[config.mk]
export PLATFORM = sky130hd
export DESIGN_NAME = pin_lock_flat
export DESIGN_NICKNAME = d
export VERILOG_FILES = /design/src/rtl/pin_lock_if.sv /design/src/rtl/pin_lock.sv /design/src/flat_wrapper.sv
export SDC_FILE = /design/constraint.sdc
export NUM_CORES = 1
export LEC_CHECK = 0
export ABC_CLOCK_PERIOD_IN_PS = 2400
export BUFFER_PORTS_ARGS = -buffer_cell sky130_fd_sc_hd__buf_4
export CAP_MARGIN = 20
export CORE_MARGIN = 2
export CORE_UTILIZATION = 41
export CTS_CLUSTER_SIZE = 24
export DETAILED_ROUTE_END_ITERATION = 8
export GPL_TIMING_DRIVEN = 0
export MAX_ROUTING_LAYER = met4
export PLACE_DENSITY = 0.63
export SLEW_MARGIN = 30
export SYNTH_ARGS = -nofsm -noshare
export SYNTH_HDL_FRONTEND = slang
export SYNTH_SLANG_ARGS = --single-unit
[constraint.sdc]
create_clock -name clk -period 2.4 [get_ports clk]
set_input_delay 0.24 -clock clk [delete_from_list [all_inputs] [get_ports clk]]
set_output_delay 0.24 -clock clk [all_outputs]
set_load 0.01 [all_outputs]
[src/rtl/pin_lock_if.sv]
// pin_lock_if: digit entry strobes, control requests and status outputs of
// the PIN-entry lock. The master side drives digits and requests, the slave
// side (the lock itself) drives the status outputs.
interface pin_lock_if #(
    parameter int DIGIT_W   = 4,
    parameter int MAX_TRIES = 3
);
    localparam int AW = $clog2(MAX_TRIES + 1);

    logic [DIGIT_W-1:0] din;
    logic               din_valid;
    logic               relock;
    logic               prog_en;
    logic               unlocked;
    logic               locked_out;
    logic [AW-1:0]      attempts_left;
    logic               bad_attempt;

    modport master (
        output din, din_valid, relock, prog_en,
        input  unlocked, locked_out, attempts_left, bad_attempt
    );

    modport slave (
        input  din, din_valid, relock, prog_en,
        output unlocked, locked_out, attempts_left, bad_attempt
    );
endinterface

[src/rtl/pin_lock.sv]
// pin_lock: generic PIN-entry lock with retry budget, timed lockout,
// inter-digit entry timeout, explicit relock and a per-attempt failure pulse.
// Optional PIN programming while unlocked is built when PIN_PROG_EN is
// defined; otherwise the PIN is the constant DEFAULT_PIN.
//
// state    | meaning
// ---------+------------------------------------------------------------
// ENTRY    | collecting digits into the entry shift register
// CHECK    | one-cycle compare of the full entry against the PIN
// UNLOCKED | open; waits for relock (or PIN programming when built)
// LOCKOUT  | retry budget exhausted; all input ignored until the timer ends
module pin_lock #(
    parameter int                         DIGIT_W        = 4,
    parameter int                         PIN_LEN        = 4,
    parameter logic [DIGIT_W*PIN_LEN-1:0] DEFAULT_PIN    = 16'hC0DE,
    parameter int                         MAX_TRIES      = 3,
    parameter int                         LOCKOUT_CYCLES = 64,
    parameter int                         ENTRY_TIMEOUT  = 16
) (
    input logic       clk,
    input logic       reset,
    pin_lock_if.slave bus
);
    localparam int PW = DIGIT_W * PIN_LEN;
    localparam int CW = $clog2(PIN_LEN + 1);
    localparam int FW = $clog2(MAX_TRIES + 1);
    localparam int LW = $clog2(LOCKOUT_CYCLES + 1);
    localparam int IW = (ENTRY_TIMEOUT > 0) ? $clog2(ENTRY_TIMEOUT + 1) : 1;

    localparam bit            TIMEOUT_ON = (ENTRY_TIMEOUT > 0);
    localparam logic [CW-1:0] LAST_DIGIT = CW'(PIN_LEN - 1);
    localparam logic [FW-1:0] TRIES      = FW'(MAX_TRIES);
    localparam logic [LW-1:0] LOCK_LOAD  = LW'(LOCKOUT_CYCLES);
    localparam logic [LW-1:0] LOCK_LAST  = LW'(1);
    localparam logic [IW-1:0] IDLE_LAST  = IW'((ENTRY_TIMEOUT > 0) ? ENTRY_TIMEOUT - 1 : 0);

    typedef enum logic [1:0] {
        ENTRY    = 2'd0,
        CHECK    = 2'd1,
        UNLOCKED = 2'd2,
        LOCKOUT  = 2'd3
    } state_t;

    state_t        state;
    logic [PW-1:0] entry_sr;
    logic [CW-1:0] digit_cnt;
    logic [FW-1:0] fail_cnt;
    logic [LW-1:0] lock_cnt;
    logic [IW-1:0] idle_cnt;

    logic          unlocked_q;
    logic          locked_out_q;
    logic          bad_attempt_q;
    logic [FW-1:0] attempts_left_q;

    logic [PW-1:0] pin_val;
    logic [FW-1:0] fail_inc;

    // New digits enter at the LS end, so the first digit typed ends up MS.
    function automatic logic [PW-1:0] shift_in(input logic [PW-1:0]      sr,
                                               input logic [DIGIT_W-1:0] d);
        return (sr << DIGIT_W) | PW'(d);
    endfunction

    // fail_cnt never sits at MAX_TRIES while in CHECK, so this cannot wrap.
    assign fail_inc = fail_cnt + 1'b1;

`ifdef PIN_PROG_EN
    logic [PW-1:0] pin_reg;
    logic [PW-1:0] stage_sr;
    logic [CW-1:0] prog_cnt;

    assign pin_val = pin_reg;
`else
    logic unused_prog_en;

    assign pin_val        = DEFAULT_PIN;
    assign unused_prog_en = bus.prog_en;
`endif

    // Lock sequencer: state, counters, shift registers and registered outputs.
    always_ff @(posedge clk or posedge reset) begin
        if (reset) begin
            state           <= ENTRY;
            entry_sr        <= '0;
            digit_cnt       <= '0;
            fail_cnt        <= '0;
            lock_cnt        <= '0;
            idle_cnt        <= '0;
            unlocked_q      <= 1'b0;
            locked_out_q    <= 1'b0;
            bad_attempt_q   <= 1'b0;
            attempts_left_q <= TRIES;
`ifdef PIN_PROG_EN
            pin_reg         <= DEFAULT_PIN;
            stage_sr        <= '0;
            prog_cnt        <= '0;
`endif
        end else begin
            bad_attempt_q <= 1'b0;
            // Status levels are registered views of the current state, which
            // puts the unlocked rise two edges after the final digit.
            unlocked_q    <= (state == UNLOCKED);
            locked_out_q  <= (state == LOCKOUT);

            case (state)
                ENTRY: begin
                    if (bus.din_valid) begin
                        entry_sr <= shift_in(entry_sr, bus.din);
                        idle_cnt <= '0;
                        if (digit_cnt == LAST_DIGIT) begin
                            digit_cnt <= '0;
                            state     <= CHECK;
                        end else begin
                            digit_cnt <= digit_cnt + 1'b1;
                        end
                    end else if (TIMEOUT_ON && (digit_cnt != '0)) begin
                        // A stale partial entry is dropped silently; it does
                        // not count against the retry budget.
                        if (idle_cnt == IDLE_LAST) begin
                            digit_cnt <= '0;
                            idle_cnt  <= '0;
                            entry_sr  <= '0;
                        end else begin
                            idle_cnt <= idle_cnt + 1'b1;
                        end
                    end
                end

                CHECK: begin
                    // Exact full-width compare; this is the only way into UNLOCKED.
                    if (entry_sr == pin_val) begin
                        state           <= UNLOCKED;
                        fail_cnt        <= '0;
                        attempts_left_q <= TRIES;
                    end else begin
                        bad_attempt_q   <= 1'b1;
                        fail_cnt        <= fail_inc;
                        attempts_left_q <= TRIES - fail_inc;
                        if (fail_inc == TRIES) begin
                            state    <= LOCKOUT;
                            lock_cnt <= LOCK_LOAD;
                        end else begin
                            state <= ENTRY;
                        end
                    end
                end

                UNLOCKED: begin
                    if (bus.relock) begin
                        state    <= ENTRY;
                        entry_sr <= '0;
`ifdef PIN_PROG_EN
                        stage_sr <= '0;
                        prog_cnt <= '0;
`endif
                    end
`ifdef PIN_PROG_EN
                    else if (bus.prog_en) begin
                        if (bus.din_valid) begin
                            if (prog_cnt == LAST_DIGIT) begin
                                // Commit the new PIN and relock automatically.
                                pin_reg  <= shift_in(stage_sr, bus.din);
                                stage_sr <= '0;
                                prog_cnt <= '0;
                                entry_sr <= '0;
                                state    <= ENTRY;
                            end else begin
                                stage_sr <= shift_in(stage_sr, bus.din);
                                prog_cnt <= prog_cnt + 1'b1;
                            end
                        end
                    end else begin
                        // Dropping prog_en mid-sequence abandons the staged PIN.
                        stage_sr <= '0;
                        prog_cnt <= '0;
                    end
`endif
                end

                LOCKOUT: begin
                    if (lock_cnt == LOCK_LAST) begin
                        state           <= ENTRY;
                        lock_cnt        <= '0;
                        fail_cnt        <= '0;
                        attempts_left_q <= TRIES;
                    end else begin
                        lock_cnt <= lock_cnt - 1'b1;
                    end
                end

                default: state <= ENTRY;
            endcase
        end
    end

    assign bus.unlocked      = unlocked_q;
    assign bus.locked_out    = locked_out_q;
    assign bus.bad_attempt   = bad_attempt_q;
    assign bus.attempts_left = attempts_left_q;

endmodule

[src/flat_wrapper.sv]
// flat-port wrapper written by rule: the top's interface ports become plain ports
module pin_lock_flat 
#(
    parameter int                         DIGIT_W        = 4,
    parameter int                         PIN_LEN        = 4,
    parameter logic [DIGIT_W*PIN_LEN-1:0] DEFAULT_PIN    = 16'hC0DE,
    parameter int                         MAX_TRIES      = 3,
    parameter int                         LOCKOUT_CYCLES = 64,
    parameter int                         ENTRY_TIMEOUT  = 16
)
  (clk, reset, bus_din, bus_din_valid, bus_relock, bus_prog_en, bus_unlocked, bus_locked_out, bus_attempts_left, bus_bad_attempt);
  pin_lock_if #(.DIGIT_W(DIGIT_W), .MAX_TRIES(MAX_TRIES)) bus_i ();
  input logic clk;
  input logic reset;
  input wire logic [$bits(bus_i.din)-1:0] bus_din;
  input wire logic [$bits(bus_i.din_valid)-1:0] bus_din_valid;
  input wire logic [$bits(bus_i.relock)-1:0] bus_relock;
  input wire logic [$bits(bus_i.prog_en)-1:0] bus_prog_en;
  output wire logic [$bits(bus_i.unlocked)-1:0] bus_unlocked;
  output wire logic [$bits(bus_i.locked_out)-1:0] bus_locked_out;
  output wire logic [$bits(bus_i.attempts_left)-1:0] bus_attempts_left;
  output wire logic [$bits(bus_i.bad_attempt)-1:0] bus_bad_attempt;
  assign bus_i.din = bus_din;
  assign bus_i.din_valid = bus_din_valid;
  assign bus_i.relock = bus_relock;
  assign bus_i.prog_en = bus_prog_en;
  assign bus_unlocked = bus_i.unlocked;
  assign bus_locked_out = bus_i.locked_out;
  assign bus_attempts_left = bus_i.attempts_left;
  assign bus_bad_attempt = bus_i.bad_attempt;
  pin_lock #(.DIGIT_W(DIGIT_W), .PIN_LEN(PIN_LEN), .DEFAULT_PIN(DEFAULT_PIN), .MAX_TRIES(MAX_TRIES), .LOCKOUT_CYCLES(LOCKOUT_CYCLES), .ENTRY_TIMEOUT(ENTRY_TIMEOUT)) u_core (.clk(clk), .reset(reset), .bus(bus_i));
endmodule
==> flow_summary.json <==
{
  "crit_family": "simple AND/OR/NAND/NOR gates",
  "wl_met2_um": 1579,
  "syn_to_final_growth_pct": 14.81,
  "grt_pass1_vias": 1349,
  "cp_slowest_cell": "dfrtp_1",
  "async_flop_share_pct": 100.0,
  "cts.sinks": 40,
  "final.setup_skew_ns": 0.004718,
  "post_cts.repair.setup_buffers": 0,
  "synth_cell_types": 41,
  "cts_buffer_depth": 2,
  "synth_top_family_by_area": "simple AND/OR/NAND/NOR gates",
  "wl_met1_um": 1712,
  "cts_tree": "yes",
  "leakage_nw": 1.112,
  "drtAntennaViolNets": 0,
  "path_buf_inv": 1,
  "clk_pin_slew_ns": 0.07,
  "crit_type": "flop to flop",
  "synthSimpleGateAreaFrac_pct": 18.63,
  "wl_met3_um": 167,
  "maxSlewViolCount": 0,
  "drc": 0,
  "synth_top_area_share_pct": 47.68,
  "p_per_area_mw_per_mm2": 1138,
  "start_kind": "flop",
  "worstPathRequired_ns": 2.61,
  "status": "finished, final reports clean",
  "synth_ff_type": "dfrtp_1",
  "cts-buffers-inserted": 5,
  "tns_ns": 0,
  "synth_adder_area_share_pct": 3.764,
  "path_max_fanout": 10,
  "place.port_buffers": 12,
  "synth-compound-area-share_pct": 10.79,
  "synth_mux_area_share_pct": 9.034,
  "dp_hpwl_um": 2557,
  "gr-total-overflow": 0,
  "rsz0062_at_grt": "no",
  "viasPerCell": 5.125,
  "cts_root_buf": "clkbuf_8",
  "insertion_delay_ns": 0.29,
  "wl_per_cell_um": 12.55,
  "ctsHtreeMaxLevel": 2,
  "antenna_found_initial": 0,
  "grt_max_degree": 25,
  "core-area_mm2": 0.004692,
  "synth_edf_count": 0,
  "fin_crit_sh_pct": 77.23,
  "maxCapViolations": 0,
  "synth-seq-area-share_pct": 50.31,
  "fin_util_pct": 48.80,
  "yosysTopAreaCell": "dfrtp_1",
  "period_minus_slack_ns": 1.854,
  "dieArea_mm2": 0.005438,
  "via_count": 1440,
  "grt_first_pass_wirelength_um": 6237,
  "hold_violations": 0,
  "die_w_um": 73.75,
  "yosys_warnings": 0,
  "synth_fp_nets": 220,
  "end_kind": "flop",
  "netlist_area_mm2": 0.001994,
  "fmax_ghz": 0.5395,
  "wl_um": 3527,
  "hp-class": "primary input to flop",
  "syn_inst": 205,
  "tightest_slew_ns": 0.4409,
  "arrival_ns": 2.06,
  "io_pins": 14,
  "initial_utilization_pct": 42.51,
  "top_layer_used": "met4",
  "path_cells": "ha_1 > and4b_1 > and3_1 > nor2_4 > buf_6 > mux2i_1",
  "synth_xor_area_share_pct": 0,
  "layout-drive-gt1-share_pct": 14.10,
  "vdd_drop_max_uv": 470.8,
  "nets": 241,
  "core.rowCount": 25,
  "die_y_um": 73.75,
  "diodes": 0,
  "first_pass_iters": 4,
  "track_usage_pct": 15.63,
  "synth.avg_cell_area_um2": 9.729,
  "slowest_delay_ns": 0.41,
  "drt_iter0_drc": 125,
  "ys_seq_elements": 40,
  "place_congestion": 0.7836,
  "slew_headroom_pct": 70.54,
  "setup_viol": 0,
  "yosys-top-cells-area": "dfrtp_1, mux2i_1, nand2_1, inv_1, o21ai_0"
}
cells in the final DEF, fill, tap and decap left out, drive strengths merged, types with 3 or more instances in the layout:
master,synthesis,routed
buf,3,16
nand2,31,31
or3,4,4
ha,6,6
o22ai,3,3
inv,30,30
nand2b,4,4
nor2b,3,3
mux2i,18,18
nor2,10,10
clkbuf,4,10
dfrtp,38,38
a21oi,3,3
o21ai,17,17
nor3,4,4
a31oi,3,3
cell families after synthesis:
| group | count (synthesis) |
|---|---|
| simple gates | 69 |
| flops | 40 |
| buf+inv | 37 |
| compound gates | 35 |
| mux | 18 |
| fa+ha+maj | 6 |
routing by layer:
| metal | vias to the layer above | track usage [%] |
|---|---|---|
| met1 | 670 | 20.75 |
| met5 | - | - |
| li1 | 738 | - |
| met2 | 25 | 22.22 |
| met4 | 0 | 6.263 |
| met3 | 7 | 4.801 |
report_power, final:
| group | total, mW | switching, mW | internal [mW] | leakage (nW) |
|---|---|---|---|---|
| Clock | 0.540 | 0.232 | 0.309 | 0.0552 |
| Sequential | 1.12 | 0.197 | 0.918 | 0.529 |
| Combinational | 0.951 | 0.510 | 0.441 | 0.528 |
| Total | 2.61 | 0.939 | 1.67 | 1.11 |
timing repair:
item / 4_1_cts / 5_1_grt
gates resized for setup: 0 / 0
endpoints found under the setup margin: 0 / 0
hold buffers: 1 / 0
hold endpoints to repair: 16 / 0
registers in the layout, summed over array words and instances (netlist names):
register,count
u_core.entry_sr,16
u_core.fail_cnt,2
u_core.idle_cnt,5
u_core.bus.unlocked,1
u_core.bus.bad_attempt,1
u_core.bus.attempts_left,2
u_core.digit_cnt,3
u_core.bus.locked_out,1
u_core.state,2
u_core.lock_cnt,7
stage by stage:
stage	hold slack, ns	cells	setup WS [ns]	total power [mW]	area [um2]
3_3_place_gp	0.4633	271	0.5868	2.064	2152
6_report	0.1826	281	0.5464	2.607	2290
2_1_floorplan	0.3738	205	0.7417	1.843	1994
3_5_place_dp	0.2522	272	0.5273	2.087	2172
5_1_grt	0.1862	281	0.4128	2.816	2290
4_1_cts	0.1712	281	0.5157	2.641	2290
cell usage after synthesis (2+ instances only):
cell and n:
dfrtp_1 38, nand2_1 31, inv_1 30, mux2i_1 18, o21ai_0 16, nor2_1 9, ha_1 6, clkbuf_1 4
nand2b_1 4, nor3_1 4, a21oi_1 3, a31oi_1 3, nor2b_1 3, o22ai_1 3, or3_1 3, buf_2 2
dfstp_2 2, nand3_1 2, o22a_1 2
worst reg2reg max path: cells and delay by family (launching register included):
family	cells	cell delay [ns]
fa+ha+maj	1	0.25
flops	1	0.41
mux	1	0.23
buf+inv	1	0.22
simple gates	3	0.67
area by class of cell:
cell class	instances	area, um2
Sequential cell	40	1003
Clock buffer	6	72.57
Timing Repair Buffer	14	120.1
Clock inverter	2	35.03
Fill cell	434	2402
Multi-Input combinational cell	128	842.1
Tap cell	54	67.56
Inverter	30	112.6
Buffer	7	36.28
final timing paths:
| check | startpoint | cells after the start | slack [ns] | endpoint |
|---|---|---|---|---|
| min in group asynchronous | reset | 3 | 0.48 | u_core.entry_sr[9] |
| max in group asynchronous | reset | 4 | 1.40 | u_core.bus.attempts_left[0] |
| worst max-delay path | u_core.idle_cnt[0] | 6 | 0.55 | u_core.entry_sr[13] |
| worst min register to register | u_core.idle_cnt[4] | 1 | 0.49 | u_core.idle_cnt[4] |
| worst min-delay path | bus_din[2] | 3 | 0.18 | u_core.entry_sr[2] |
| worst max register to register | u_core.idle_cnt[0] | 6 | 0.55 | u_core.entry_sr[13] |
Note: power is estimated with default switching activity, not from simulation.
